--- src/rtl/key_conditioner.sv ---
// Raw key strobes -> synchronized, debounced levels, single-cycle press pulses and optional DAS auto-repeat.
// Optional feature macro: KEY_REPEAT_EN (per-key repeat FSMs; when undefined key_press carries initial presses only).
//
// Repeat FSM states:
//   state     | meaning
//   ST_IDLE   | no repeat in progress
//   ST_DELAY  | key held in PLAY, counting the initial auto-repeat delay
//   ST_REPEAT | key still held, emitting a pulse every REPEAT_PERIOD cycles
module key_conditioner #(
    parameter int                  NUM_KEYS        = 4,
    parameter int                  DEBOUNCE_CYCLES = 250000,
    parameter int                  REPEAT_DELAY    = 10000000,
    parameter int                  REPEAT_PERIOD   = 2500000,
    parameter logic [NUM_KEYS-1:0] REPEAT_MASK     = NUM_KEYS'(4'b0011)
) (
    input  logic                clk,
    input  logic                reset,
    input  logic [NUM_KEYS-1:0] key_raw,
    input  logic                play,
    output logic [NUM_KEYS-1:0] key_level,
    output logic [NUM_KEYS-1:0] key_press,
    output logic                any_press
);

    localparam int             DCW      = $clog2(DEBOUNCE_CYCLES + 1);
    localparam logic [DCW-1:0] DEB_LAST = DCW'(DEBOUNCE_CYCLES - 1);

    logic [NUM_KEYS-1:0] r_sync1;
    logic [NUM_KEYS-1:0] r_sync2;
    logic [NUM_KEYS-1:0] r_level;
    logic [NUM_KEYS-1:0] r_press;
    logic                r_any;
    logic [DCW-1:0]      r_deb_cnt [NUM_KEYS];

    logic [NUM_KEYS-1:0] w_expire;
    logic [NUM_KEYS-1:0] w_rise;
    logic [NUM_KEYS-1:0] w_fall;
    logic [NUM_KEYS-1:0] w_rep_pulse;

    // A level update happens on the edge the mismatch has lasted DEBOUNCE_CYCLES edges.
    always_comb begin
        w_expire = '0;
        for (int i = 0; i < NUM_KEYS; i++) begin
            w_expire[i] = (r_sync2[i] != r_level[i]) && (r_deb_cnt[i] == DEB_LAST);
        end
        w_rise = w_expire & r_sync2;
        w_fall = w_expire & ~r_sync2;
    end

    always_ff @(posedge clk) begin
        if (reset) begin
            r_sync1 <= '0;
            r_sync2 <= '0;
            r_level <= '0;
            r_press <= '0;
            r_any   <= 1'b0;
            for (int i = 0; i < NUM_KEYS; i++) begin
                r_deb_cnt[i] <= '0;
            end
        end else begin
            r_sync1 <= key_raw;
            r_sync2 <= r_sync1;
            for (int i = 0; i < NUM_KEYS; i++) begin
                if (r_sync2[i] == r_level[i]) begin
                    r_deb_cnt[i] <= '0;
                end else if (w_expire[i]) begin
                    r_level[i]   <= r_sync2[i];
                    r_deb_cnt[i] <= '0;
                end else begin
                    r_deb_cnt[i] <= r_deb_cnt[i] + 1'b1;
                end
            end
            r_press <= w_rise | w_rep_pulse;
            r_any   <= |w_rise;
        end
    end

`ifdef KEY_REPEAT_EN
    localparam int             RMAX     = (REPEAT_DELAY > REPEAT_PERIOD) ? REPEAT_DELAY : REPEAT_PERIOD;
    localparam int             RCW      = $clog2(RMAX + 1);
    localparam logic [RCW-1:0] DLY_LAST = RCW'(REPEAT_DELAY - 1);
    localparam logic [RCW-1:0] PER_LAST = RCW'(REPEAT_PERIOD - 1);

    typedef enum logic [1:0] {
        ST_IDLE   = 2'd0,
        ST_DELAY  = 2'd1,
        ST_REPEAT = 2'd2
    } rep_state_t;

    rep_state_t     r_state [NUM_KEYS];
    logic [RCW-1:0] r_rc    [NUM_KEYS];

    // Leaving PLAY or releasing the key wins over a simultaneous counter expiry.
    always_comb begin
        w_rep_pulse = '0;
        for (int i = 0; i < NUM_KEYS; i++) begin
            if (play && !w_fall[i]) begin
                if ((r_state[i] == ST_DELAY) && (r_rc[i] == DLY_LAST)) begin
                    w_rep_pulse[i] = 1'b1;
                end
                if ((r_state[i] == ST_REPEAT) && (r_rc[i] == PER_LAST)) begin
                    w_rep_pulse[i] = 1'b1;
                end
            end
        end
    end

    always_ff @(posedge clk) begin
        if (reset) begin
            for (int i = 0; i < NUM_KEYS; i++) begin
                r_state[i] <= ST_IDLE;
                r_rc[i]    <= '0;
            end
        end else begin
            for (int i = 0; i < NUM_KEYS; i++) begin
                case (r_state[i])
                    ST_IDLE: begin
                        if (w_rise[i] && play && REPEAT_MASK[i]) begin
                            r_state[i] <= ST_DELAY;
                            r_rc[i]    <= '0;
                        end
                    end
                    ST_DELAY: begin
                        if (w_fall[i] || !play) begin
                            r_state[i] <= ST_IDLE;
                            r_rc[i]    <= '0;
                        end else if (r_rc[i] == DLY_LAST) begin
                            r_state[i] <= ST_REPEAT;
                            r_rc[i]    <= '0;
                        end else begin
                            r_rc[i] <= r_rc[i] + 1'b1;
                        end
                    end
                    ST_REPEAT: begin
                        if (w_fall[i] || !play) begin
                            r_state[i] <= ST_IDLE;
                            r_rc[i]    <= '0;
                        end else if (r_rc[i] == PER_LAST) begin
                            r_rc[i] <= '0;
                        end else begin
                            r_rc[i] <= r_rc[i] + 1'b1;
                        end
                    end
                    default: begin
                        r_state[i] <= ST_IDLE;
                        r_rc[i]    <= '0;
                    end
                endcase
            end
        end
    end
`else
    // Without auto-repeat, play and the repeat parameters have no effect.
    logic w_unused_cfg;
    assign w_unused_cfg = ^{play, REPEAT_MASK, REPEAT_DELAY[0], REPEAT_PERIOD[0]};
    assign w_rep_pulse  = '0;
`endif

    assign key_level = r_level;
    assign key_press = r_press;
    assign any_press = r_any;

endmodule

--- config.mk ---
export PLATFORM = sky130hd
export DESIGN_NAME = key_conditioner
export DESIGN_NICKNAME = d
export VERILOG_FILES = /design/src/rtl/key_conditioner.sv
export SDC_FILE = /design/constraint.sdc
export NUM_CORES = 1
export LEC_CHECK = 0
export ABC_AREA = 1
export CORE_ASPECT_RATIO = 1.1
export CORE_MARGIN = 2
export CORE_UTILIZATION = 62
export DETAILED_ROUTE_END_ITERATION = 6
export PLACE_DENSITY = 0.8
export SYNTH_ARGS = -nofsm -noshare
export SYNTH_HDL_FRONTEND = slang
export SYNTH_SLANG_ARGS = --single-unit
--- constraint.sdc ---
create_clock -name clk -period 2.28 [get_ports clk]
set_input_delay 0.456 -clock clk [delete_from_list [all_inputs] [get_ports clk]]
set_output_delay 0.456 -clock clk [all_outputs]
set_load 0.02 [all_outputs]
==> results.sh, run 1 <==
export IMPL_cpPeakStageDelay_ns=0.64
export IMPL_numPortBuffers=14
export IMPL_dpl_cell_area_um2=5480
export IMPL_worst_path_max_delay_cell="clkdlybuf4s50_1"
export IMPL_cts_buffers=9
export IMPL_ys_flop_type="edfxtp_1"
export IMPL_synth_cell_type_count=29
export IMPL_startpoint_type="flip-flop"
export IMPL_grt_pass1_vias=3700
export IMPL_avgSynthCellArea_um2=8.22
export IMPL_cap_viol_max_count=0
export IMPL_cts_resized=0
export IMPL_synth_cells=606
export IMPL_grt_usage_pct=21.7
export IMPL_drt_iter0_markers=183
export IMPL_fin_ws_ns=0.423
export IMPL_setup_tns_ns=0
export IMPL_clock_skew_ns=0.0171
export IMPL_netlist_area_um2=4980
export IMPL_yosysTopAreaCell="edfxtp_1"
export IMPL_place_inst=794
export IMPL_clock_sinks=89
export IMPL_r2r_setup_slack_ns=0.43
export IMPL_initial_utilization_pct=63.3
export IMPL_post_dp_hpwl_um=6570
export IMPL_vias_per_cell=4.87
export IMPL_r2r_end="r_deb_cnt[1][13]"
export IMPL_synth_area_leaders="edfxtp_1 43%, nand2_1 9.3%, nor2_1 9.3%"
export IMPL_rsz0062_at_grt="no"
export IMPL_clock_fmax_mhz=539
export IMPL_crit_start="key_level[1]"
export IMPL_area_delta_synth_final_pct=14.6
export IMPL_cellLeakagePower_nw=2.23
export IMPL_cp_end_kind="output pin"
export IMPL_cp_required_ns=1.82
export IMPL_holdPathEnd="r_sync2[1]"
export IMPL_yosysWarnings=0
export IMPL_status="completed"
export IMPL_synth_top_area_share_pct=43.4
export IMPL_synth_edf_count=72
export IMPL_drcViolationCount=0
export IMPL_grt_pass1_wl_um=15100
export IMPL_setup_viol=0
export IMPL_path_class="flip-flop to output pin"
export IMPL_final_core_utilization_pct=72.5
export IMPL_place_ws_ns=0.206
export IMPL_n_antenna_cell=0
export IMPL_path_buf_inv=1
export IMPL_cp_arrival_ns=1.40
export IMPL_antenna_left=0
export IMPL_rows=34
export IMPL_min_period_over_period_pct=81.4
export IMPL_cts_root_buf="clkbuf_8"
export IMPL_r2r_cells=8
export IMPL_core_area_um2=7870
export IMPL_slew_viol_final=0
export IMPL_post_cts_buffers=0
export IMPL_yosysMostFrequentCell="nand2_1"
export IMPL_wl_per_cell_um=11.0
export IMPL_fp_dieW_um=89.4
export IMPL_die_h_um=98.0
export IMPL_htreeDepth=3
export IMPL_final_cells=810
export IMPL_reg2reg_from="r_deb_cnt[1][0]"
export IMPL_wl_um=8950
export IMPL_nets=708
export IMPL_gp_congestion=0.900
export IMPL_final_area_um2=5700
export IMPL_min_path_type="flip-flop to flip-flop"
export IMPL_cts_hold_buffers_added=0
export IMPL_hold_viol=0
export IMPL_ir_drop_uv=396
export IMPL_drive_gt1_share_pct=6.98
export IMPL_drt_first_pass_iters=5
export IMPL_fin_crit_ns=1.86
export IMPL_cts_max_path_buffers=2
export IMPL_crit_chain="clkdlybuf4s50_1"
export IMPL_crit_family="buffers and inverters"
export IMPL_hold_path_depth=2
export IMPL_num_vias=3941
export IMPL_antenna_found_initial=0
export IMPL_grt_max_degree=19
export IMPL_async_reset_ff_share_pct=0
export IMPL_min_from="r_sync1[1]"
export IMPL_path_max_fanout=4
export IMPL_cts_tree="yes"
export IMPL_overflow=0
export IMPL_yosysSeqAreaShare_pct=50.3
export IMPL_clock_latency_ns=0.36
export IMPL_cts_clk_slew_worst_paths_ns=0.08
export IMPL_die_area_um2=8760
export IMPL_cellPowerDensity_nw_per_um2=572
export IMPL_synthTopCellsByCount="124 x nand2_1, 123 x nor2_1, 80 x inv_1"
export IMPL_synth_seq_cells=89
export IMPL_io_pins=16
==> flip-flops by register name (all words and copies together) (netlist names) <==
signal     flops
key_press      4
any_press      1
key_level      4
r_sync2        4
r_sync1        4
r_deb_cnt     72
==> through the flow <==
stage / hold WS (ns) / power (mW)
floorplan: 0.388 / 2.03
global placement: 0.393 / 2.06
detailed placement: 0.394 / 2.07
CTS: 0.411 / 3.28
global route: 0.437 / 3.39
finish: 0.409 / 3.26
==> cells by family (layout without fill, tap and decap cells) <==
| family | count (synthesis) | count (layout) | share of synthesized area [%] |
|---|---|---|---|
| DFF | 89 | 89 | 50.3 |
| adders and majority gates | 4 | 4 | 1.01 |
| buffers and inverters | 87 | 112 | 7.16 |
| and+or+nand+nor | 351 | 351 | 32.3 |
| xor gates and xnor gates | 23 | 23 | 4.05 |
| other | 1 | 72 | 0.0753 |
| AOI/OAI and AO/OA | 51 | 51 | 5.13 |
==> where the power goes <==
part	total, mW	switching, mW	internal (mW)	leakage [nW]
sequential	1.87	0.0603	1.81	0.882
combinational	0.163	0.109	0.0533	1.24
clock	1.23	0.576	0.651	0.113
==> worst min-delay path, delay by kind of cell, from the launching register on <==
family	cells	cell delay (ns)
flops	1	0.30
simple gates	1	0.03
buf+inv	1	0.04
==> area by class of cell <==
type,instances,area [um2]
tap,108,135
timing repair buffer,15,148
clock inverter,6,90.1
multi-input combinational,501,2390
clock buffer,10,138
sequential,89,2500
fill,615,2170
inverter,81,304
==> routing by layer <==
layer	wire length, um	global-route usage, %	part of all wire, %	up-vias
met2	4420	36.0	49	49
li1	-	-	-	2081
met1	4130	28.2	46	1795
met4	154	8.50	1.7	0
met3	234	3.47	2.6	16
met5	0	0	0	-
==> how the worst max path moves through the flow <==
stage,end,slack (ns),cells past startpoint
after global placement,r_deb_cnt[1][13],0.25,6
after detailed placement,r_deb_cnt[1][11],0.21,4
after CTS,key_level[1],0.40,1
after global routing,r_deb_cnt[3][16],0.26,6
after floorplan,r_deb_cnt[1][16],0.69,7
final,key_level[1],0.42,1
==> cell usage in the layout (no fill, tap or decap), types with 6 or more instances in the layout <==
cell type / n
nand3_2: 8
conb_1: 72
nand3_1: 34
o21ai_0: 11
nor2_2: 6
inv_1: 80
xor2_1: 17
nor2_1: 123
nor3_1: 17
a21oi_1: 40
xnor2_1: 6
nand4_1: 14
nand2_1: 124
dfxtp_1: 17
clkdlybuf4s50_1: 14
clkbuf_8: 10
edfxtp_1: 72
Note: power is estimated with default switching activity, not from simulation.
==> inputs of run 2 (changes only) <==
CORE_UTILIZATION = 56   (was 62)
PLACE_DENSITY = 0.77   (was 0.8)
clock period = 1.5 ns   (was 2.28 ns; I/O delays follow)
==> results.sh, run 2 (same netlist as run 1, synthesis figures left out) <==
export IMPL_rows=36
export IMPL_r2r_cells=6
export IMPL_path_class="flip-flop to flip-flop"
export IMPL_hold_path_depth=2
export IMPL_cts_buffers=9
export IMPL_globalRouteMet3Util_pct=4.61
export IMPL_final_core_utilization_pct=83.6
export IMPL_drt_iter0_markers=359
export IMPL_die_area_um2=9660
export IMPL_htreeDepth=3
export IMPL_antenna_found_initial=0
export IMPL_antenna_left=0
export IMPL_cellPowerDensity_nw_per_um2=707
export IMPL_grt_busiest_layer="met2"
export IMPL_drt_first_pass_iters=7
export IMPL_worst_path_max_delay_cell="edfxtp_1"
export IMPL_overflow=0
export IMPL_largest_reg_flops=72
export IMPL_clock_skew_ns=0.0156
export IMPL_grtUsageMet2_pct=46.4
export IMPL_slew_viol_final=0
export IMPL_cellLeakagePower_nw=2.97
export IMPL_path_max_fanout=5
export IMPL_setup_viol=75
export IMPL_cp_arrival_ns=1.79
export IMPL_fin_crit_ns=1.65
export IMPL_grt_pass1_wl_um=19900
export IMPL_use_met1_pct=29.9
export IMPL_n_antenna_cell=0
export IMPL_final_area_um2=7310
export IMPL_status="finished with violations"
export IMPL_fin_ws_ns=-0.151
export IMPL_cts_clk_slew_worst_paths_ns=0.10
export IMPL_ir_drop_uv=567
export IMPL_final_cell_mix="115 x nand2_1, 101 x buf_4, 85 x nor2_1"
export IMPL_cts_root_buf="clkbuf_8"
export IMPL_cts_tree="yes"
export IMPL_cap_viol_max_count=0
export IMPL_die_h_um=103
export IMPL_initial_utilization_pct=57.0
export IMPL_fp_dieW_um=93.9
export IMPL_cts_hold_buffers_added=0
export IMPL_grt_usage_pct=25.9
export IMPL_crit_family="simple AND/OR/NAND/NOR gates"
export IMPL_cp_end_kind="flip-flop"
export IMPL_place_ws_ns=-0.199
export IMPL_cts_max_path_buffers=2
export IMPL_drcViolationCount=0
export IMPL_startpoint_type="flip-flop"
export IMPL_fillers=479
export IMPL_area_delta_synth_final_pct=46.7
export IMPL_drive_gt1_share_pct=32.6
export IMPL_post_dp_hpwl_um=7680
export IMPL_cp_required_ns=1.64
export IMPL_p_total_mw=5.16
export IMPL_rsz0062_at_grt="yes"
export IMPL_clock_sinks=89
export IMPL_gp_congestion=0.897
export IMPL_clock_fmax_mhz=606
export IMPL_worst_hold_slack_ns=0.428
export IMPL_wl_per_cell_um=16.0
export IMPL_path_buf_inv=0
export IMPL_grt_pass1_vias=4640
export IMPL_grt_max_degree=15
export IMPL_cp_common_cell="nor2_1"
export IMPL_numPortBuffers=14
export IMPL_cp_depth=6
export IMPL_nets=827
export IMPL_cpPeakStageDelay_ns=0.45
export IMPL_min_path_type="flip-flop to flip-flop"
export IMPL_min_period_over_period_pct=110
export IMPL_violations="setup timing"
export IMPL_clock_latency_ns=0.38
export IMPL_crit_chain="nor2_1, nand2_1, nor2_2, nand3_4, nand2_4, nor2_1"
export IMPL_wl_um=14900
export IMPL_largest_register="r_deb_cnt"
export IMPL_num_vias=5059
export IMPL_hold_viol=0
export IMPL_core_area_um2=8740
export IMPL_io_pins=16
export IMPL_final_common_cell="nand2_1"
export IMPL_dpl_cell_area_um2=6120
export IMPL_vias_per_cell=5.41
==> run 2: changes by cell type in the layout (fill, tap and decap cells not counted), sizes merged <==
cell and delta:
dlygate4sd2 +9, nand3 +3, buf +113, bufinv -1, inv -2, clkbuf +1, nand2 +3, clkinvlp +2
clkdlybuf4s50 -9
==> run 2: per-stage QoR <==
step           TNS (ns)  instances
2_1_floorplan    -0.148        677
3_3_place_gp      -5.51        872
3_5_place_dp      -8.42        872
4_1_cts           -2.44        911
5_1_grt           -9.84        935
6_report          -5.45        935
==> run 2: layout make-up <==
class	instances	area [um2]	area share (%)
multi-input cells	507	3080	42.1
inverters	81	308	4.21
clock inverters	5	53.8	0.736
well taps	114	143	1.95
flip-flops and latches	89	2500	34.3
repair buffers	128	1070	14.6
clock buffers	11	151	2.07
==> run 2: timing repair <==
item,4_1_cts,5_1_grt
pin swaps,16,54
gates resized for setup,61,95
endpoints found under the setup margin,68,76
buffers inserted,19,23
cloned,4,2
==> run 2: path summary, 6_finish.rpt <==
kind                    start               to  slack (ns)
max          r_deb_cnt[3][11]  r_deb_cnt[3][2]       -0.15
min                r_sync1[3]       r_sync2[3]        0.43
max reg2reg  r_deb_cnt[3][11]  r_deb_cnt[3][2]       -0.15
min reg2reg        r_sync1[3]       r_sync2[3]        0.43
==> run 2: power breakdown <==
group          switching (mW)  total (mW)  internal (mW)
Sequential             0.0892        2.85           2.76
Clock                   0.936        1.79          0.854
Combinational           0.311       0.527          0.216
==> run 2: metal layers <==
metal  routed length, um  part of all wire, %  vias to the layer above
met5                   0                    0                        -
met4                 827                  5.5                        0
met3                 766                  5.1                       94
met2                7660                   51                      247
met1                5690                   38                     2372
li1                    -                    -                     2346
==> run 2: worst min-delay path: cells and delay by family (launching register included) <==
| kind | cells | cell delay, ns |
|---|---|---|
| flops | 1 | 0.31 |
| buf+inv | 1 | 0.05 |
| simple gates | 1 | 0.03 |
==> inputs of run 3 (changes only) <==
clock period = 1.3 ns   (was 1.5 ns; I/O delays follow)
==> results.sh, run 3 (same netlist as run 1, synthesis figures left out) <==
export IMPL_worstMarginPinSlew_ns=0.633
export IMPL_initial_utilization_pct=57.0
export IMPL_grt_max_degree=15
export IMPL_gp_congestion=0.887
export IMPL_final_common_cell="buf_4"
export IMPL_path_class="flip-flop to flip-flop"
export IMPL_drcViolationCount=0
export IMPL_nets=892
export IMPL_area_delta_synth_final_pct=61.0
export IMPL_slew_viol_final=0
export IMPL_largest_register="r_deb_cnt"
export IMPL_cellPowerDensity_nw_per_um2=744
export IMPL_cts_tree="yes"
export IMPL_n_antenna_cell=0
export IMPL_antenna_left=0
export IMPL_final_cells=1000
export IMPL_cts_root_buf="clkbuf_8"
export IMPL_vias_per_cell=6.04
export IMPL_rsz0062_at_grt="yes"
export IMPL_drt_iter0_markers=706
export IMPL_min_path_type="primary input to flip-flop"
export IMPL_grt_busiest_layer="met2"
export IMPL_fin_crit_ns=1.78
export IMPL_wl_per_cell_um=22.1
export IMPL_clock_latency_ns=0.40
export IMPL_io_pins=16
export IMPL_fp_dieW_um=93.9
export IMPL_startpoint_type="flip-flop"
export IMPL_largest_reg_flops=72
export IMPL_cp_arrival_ns=1.92
export IMPL_antenna_found_initial=0
export IMPL_final_cell_mix="151 x buf_4, 103 x nand2_1, 73 x nor2_1"
export IMPL_dpl_cell_area_um2=6740
export IMPL_rows=36
export IMPL_fin_ws_ns=-0.476
export IMPL_cp_common_cell="nand2_2"
export IMPL_clock_skew_ns=0.0287
export IMPL_numPortBuffers=14
export IMPL_ir_drop_uv=607
export IMPL_clock_fmax_mhz=563
export IMPL_slew_headroom_pct=57.8
export IMPL_cellLeakagePower_nw=3.34
export IMPL_place_ws_ns=-0.346
export IMPL_setup_viol=81
export IMPL_cpPeakStageDelay_ns=0.41
export IMPL_grt_usage_pct=34.4
export IMPL_worst_path_max_delay_cell="edfxtp_1"
export IMPL_drt_first_pass_iters=6
export IMPL_htreeDepth=3
export IMPL_status="finished with violations"
export IMPL_core_area_um2=8740
export IMPL_cts_clk_slew_worst_paths_ns=0.12
export IMPL_cp_end_kind="flip-flop"
export IMPL_grt_pass1_wl_um=25600
export IMPL_clock_sinks=89
export IMPL_globalRouteMet3Util_pct=5.92
export IMPL_crit_chain="buf_4, nand2_1, nor2_4, nand2_2, nor2_4, nand2_2, nand2_2, a21oi_2"
export IMPL_die_area_um2=9660
export IMPL_violations="setup timing"
export IMPL_cts_max_path_buffers=2
export IMPL_cap_viol_max_count=0
export IMPL_grt_pass1_vias=5569
export IMPL_overflow=0
export IMPL_path_buf_inv=1
export IMPL_path_max_fanout=3
export IMPL_crit_family="simple AND/OR/NAND/NOR gates"
export IMPL_die_h_um=103
export IMPL_place_inst=934
export IMPL_num_vias=6044
export IMPL_grtUsageMet2_pct=63.4
export IMPL_cts_buffers=9
export IMPL_post_dp_hpwl_um=8800
export IMPL_hold_viol=0
export IMPL_wl_um=22100
export IMPL_min_period_over_period_pct=137
export IMPL_drive_gt1_share_pct=44.4
export IMPL_cp_required_ns=1.44
export IMPL_use_met1_pct=38.0
export IMPL_final_area_um2=8010
## run 3: layout make-up
type	count	area [um2]
fillers	322	724
clock buffers	12	145
flip-flops and latches	89	2510
well taps	114	143
clock inverters	4	20.0
inverters	81	309
repair buffers	196	1670
multi-input cells	504	3220
## run 3: where the power goes
| part | switching [mW] | internal [mW] | leakage [nW] |
|---|---|---|---|
| Sequential | 0.105 | 3.18 | 0.884 |
| Combinational | 0.494 | 0.349 | 2.36 |
| Clock | 1.10 | 0.739 | 0.0899 |
## run 3: path summary, 6_finish.rpt
path                      end  slack [ns]            start  cells past startpoint
min                r_sync1[3]        0.39       key_raw[3]                      3
max          r_deb_cnt[3][16]       -0.48  r_deb_cnt[3][5]                      8
min reg2reg        r_sync2[3]        0.44       r_sync1[3]                      2
max reg2reg  r_deb_cnt[3][16]       -0.48  r_deb_cnt[3][5]                      8
## run 3: worst min-delay path, stage by stage
cell             delay (ns)
clkdlybuf4s50_1        0.39
inv_1                  0.05
nor2_1                 0.03
## run 3: routing by layer
metal	vias to the layer above	wire, um
met5	-	0
met4	0	2030
met3	234	2260
met2	599	10500
met1	2755	7260
li1	2456	-
## run 3: repair_timing
action | in CTS | in global routing
cloned | 4 | 1
setup buffers | 34 | 24
endpoints found under the setup margin | 88 | 86
hold buffers | 0 | 0
resized for setup | 115 | 120
pin swaps | 41 | 44
## run 3: through the flow
| step | TNS, ns | hold WS [ns] | util [%] | total power, mW |
|---|---|---|---|---|
| after floorplan | -10.15 | 0.367 | - | 3.58 |
| after global placement | -17.98 | 0.395 | 77.1 | 3.84 |
| after detailed placement | -20.75 | 0.398 | 77.1 | 3.87 |
| after CTS | -15.69 | 0.394 | 85.7 | 5.66 |
| after global routing | -30.05 | 0.407 | 91.7 | 6.07 |
| final | -27.09 | 0.394 | 91.7 | 5.96 |
==> RTL change, RTL diff (flow settings as in run 2) <==
Add a define of `KEY_REPEAT_EN`.
--- a/src/rtl/key_conditioner.sv
+++ b/src/rtl/key_conditioner.sv
@@ -6,6 +6,8 @@
 //   ST_IDLE   | no repeat in progress
 //   ST_DELAY  | key held in PLAY, counting the initial auto-repeat delay
 //   ST_REPEAT | key still held, emitting a pulse every REPEAT_PERIOD cycles
+`define KEY_REPEAT_EN
+
 module key_conditioner #(
     parameter int                  NUM_KEYS        = 4,
     parameter int                  DEBOUNCE_CYCLES = 250000,
Behaviour: same outputs for any inputs over 10 cycles, from zero or initial values and one cycle with reset high; that may be too few to reach the edited logic, so the function may still have changed.
==> RTL change against run 2 <==
  * The flow now stops in global routing
  * Synthesized area rose by 68%
==> RTL change: results (changes against run 2) <==
STA
  • Worst EP kind: register data pin
  • Worst_ep grt: r_rc[1][13]$_SDFFCE_PP0P_/DE

GRT
  • Pin count of the biggest net entering global routing: 25

Synthesis
  • Top_reg_cell synth: edfxtp_1 (unchanged)
  • Distinct cells, synth: 40 (was 29)
  • Share of synthesized registers carrying an async set or reset: 0% (unchanged)
  • Ys Warns: 0 (unchanged)
  • Sequential share of the synthesized area: 48.5% (was 50.3%)
  • Ranking of synthesized cells by area: edfxtp_1, nor2_1, nand2_1 (was edfxtp_1, nand2_1, nor2_1)
  • #FFs+latches synth: 141 (was 89)
  • Number of synthesized flops with an enable pin: 124 (was 72)
  • Synth top cells by count: nor2_1, nand2_1, inv_1 (was nand2_1, nor2_1, inv_1)

Die
  • Row cnt: 46 (was 36)

Place
  • # port buffers: 15 (was 14)
  • Placed Area: 11200 µm² (was 6120 µm²)
  • Worst slack at placement: -0.647 ns (was -0.199 ns)
  • Hpwl dp: 16500 µm (was 7680 µm)
  • GP Congestion: 0.965 (was 0.897)

CTS
  • Total CTS buffers: 17 (was 9)
  • Maximum buffer depth of the clock tree: 2 (unchanged)
  • CTS H-tree lvls: 4 (was 3)
  • Root buf cell: clkbuf_16 (was clkbuf_8)

Status
  • Status: stopped before the end (was finished with violations)
  • Stop Error: [ERROR DPL-0038] Utilization greater than 100%, impossible to legalize
  • Stage reached: global routing
[RTL change: cells by family after synthesis]
family | Yosys count | share of synthesized area (%)
simple gates | 610 | 32.1
flops | 141 | 48.5
compound gates | 70 | 4.44
xor+xnor | 62 | 6.48
fa+ha+maj | 6 | 0.896
buf+inv | 161 | 7.51
other cells | 1 | 0.0448
[RTL change: stage by stage]
step	TNS, ns	cells	utilization [%]
3_5_place_dp	-73.46	1579	77.3
3_3_place_gp	-67.28	1579	77.3
2_1_floorplan	-33.47	1122	-
4_1_cts	-52.43	1654	88.6
[RTL change: timing repair]
| action | 4_1_cts |
|---|---|
| pin swaps | 55 |
| cloned | 7 |
| gates resized for setup | 183 |
| endpoints found under the setup margin | 189 |
| buffers inserted | 47 |
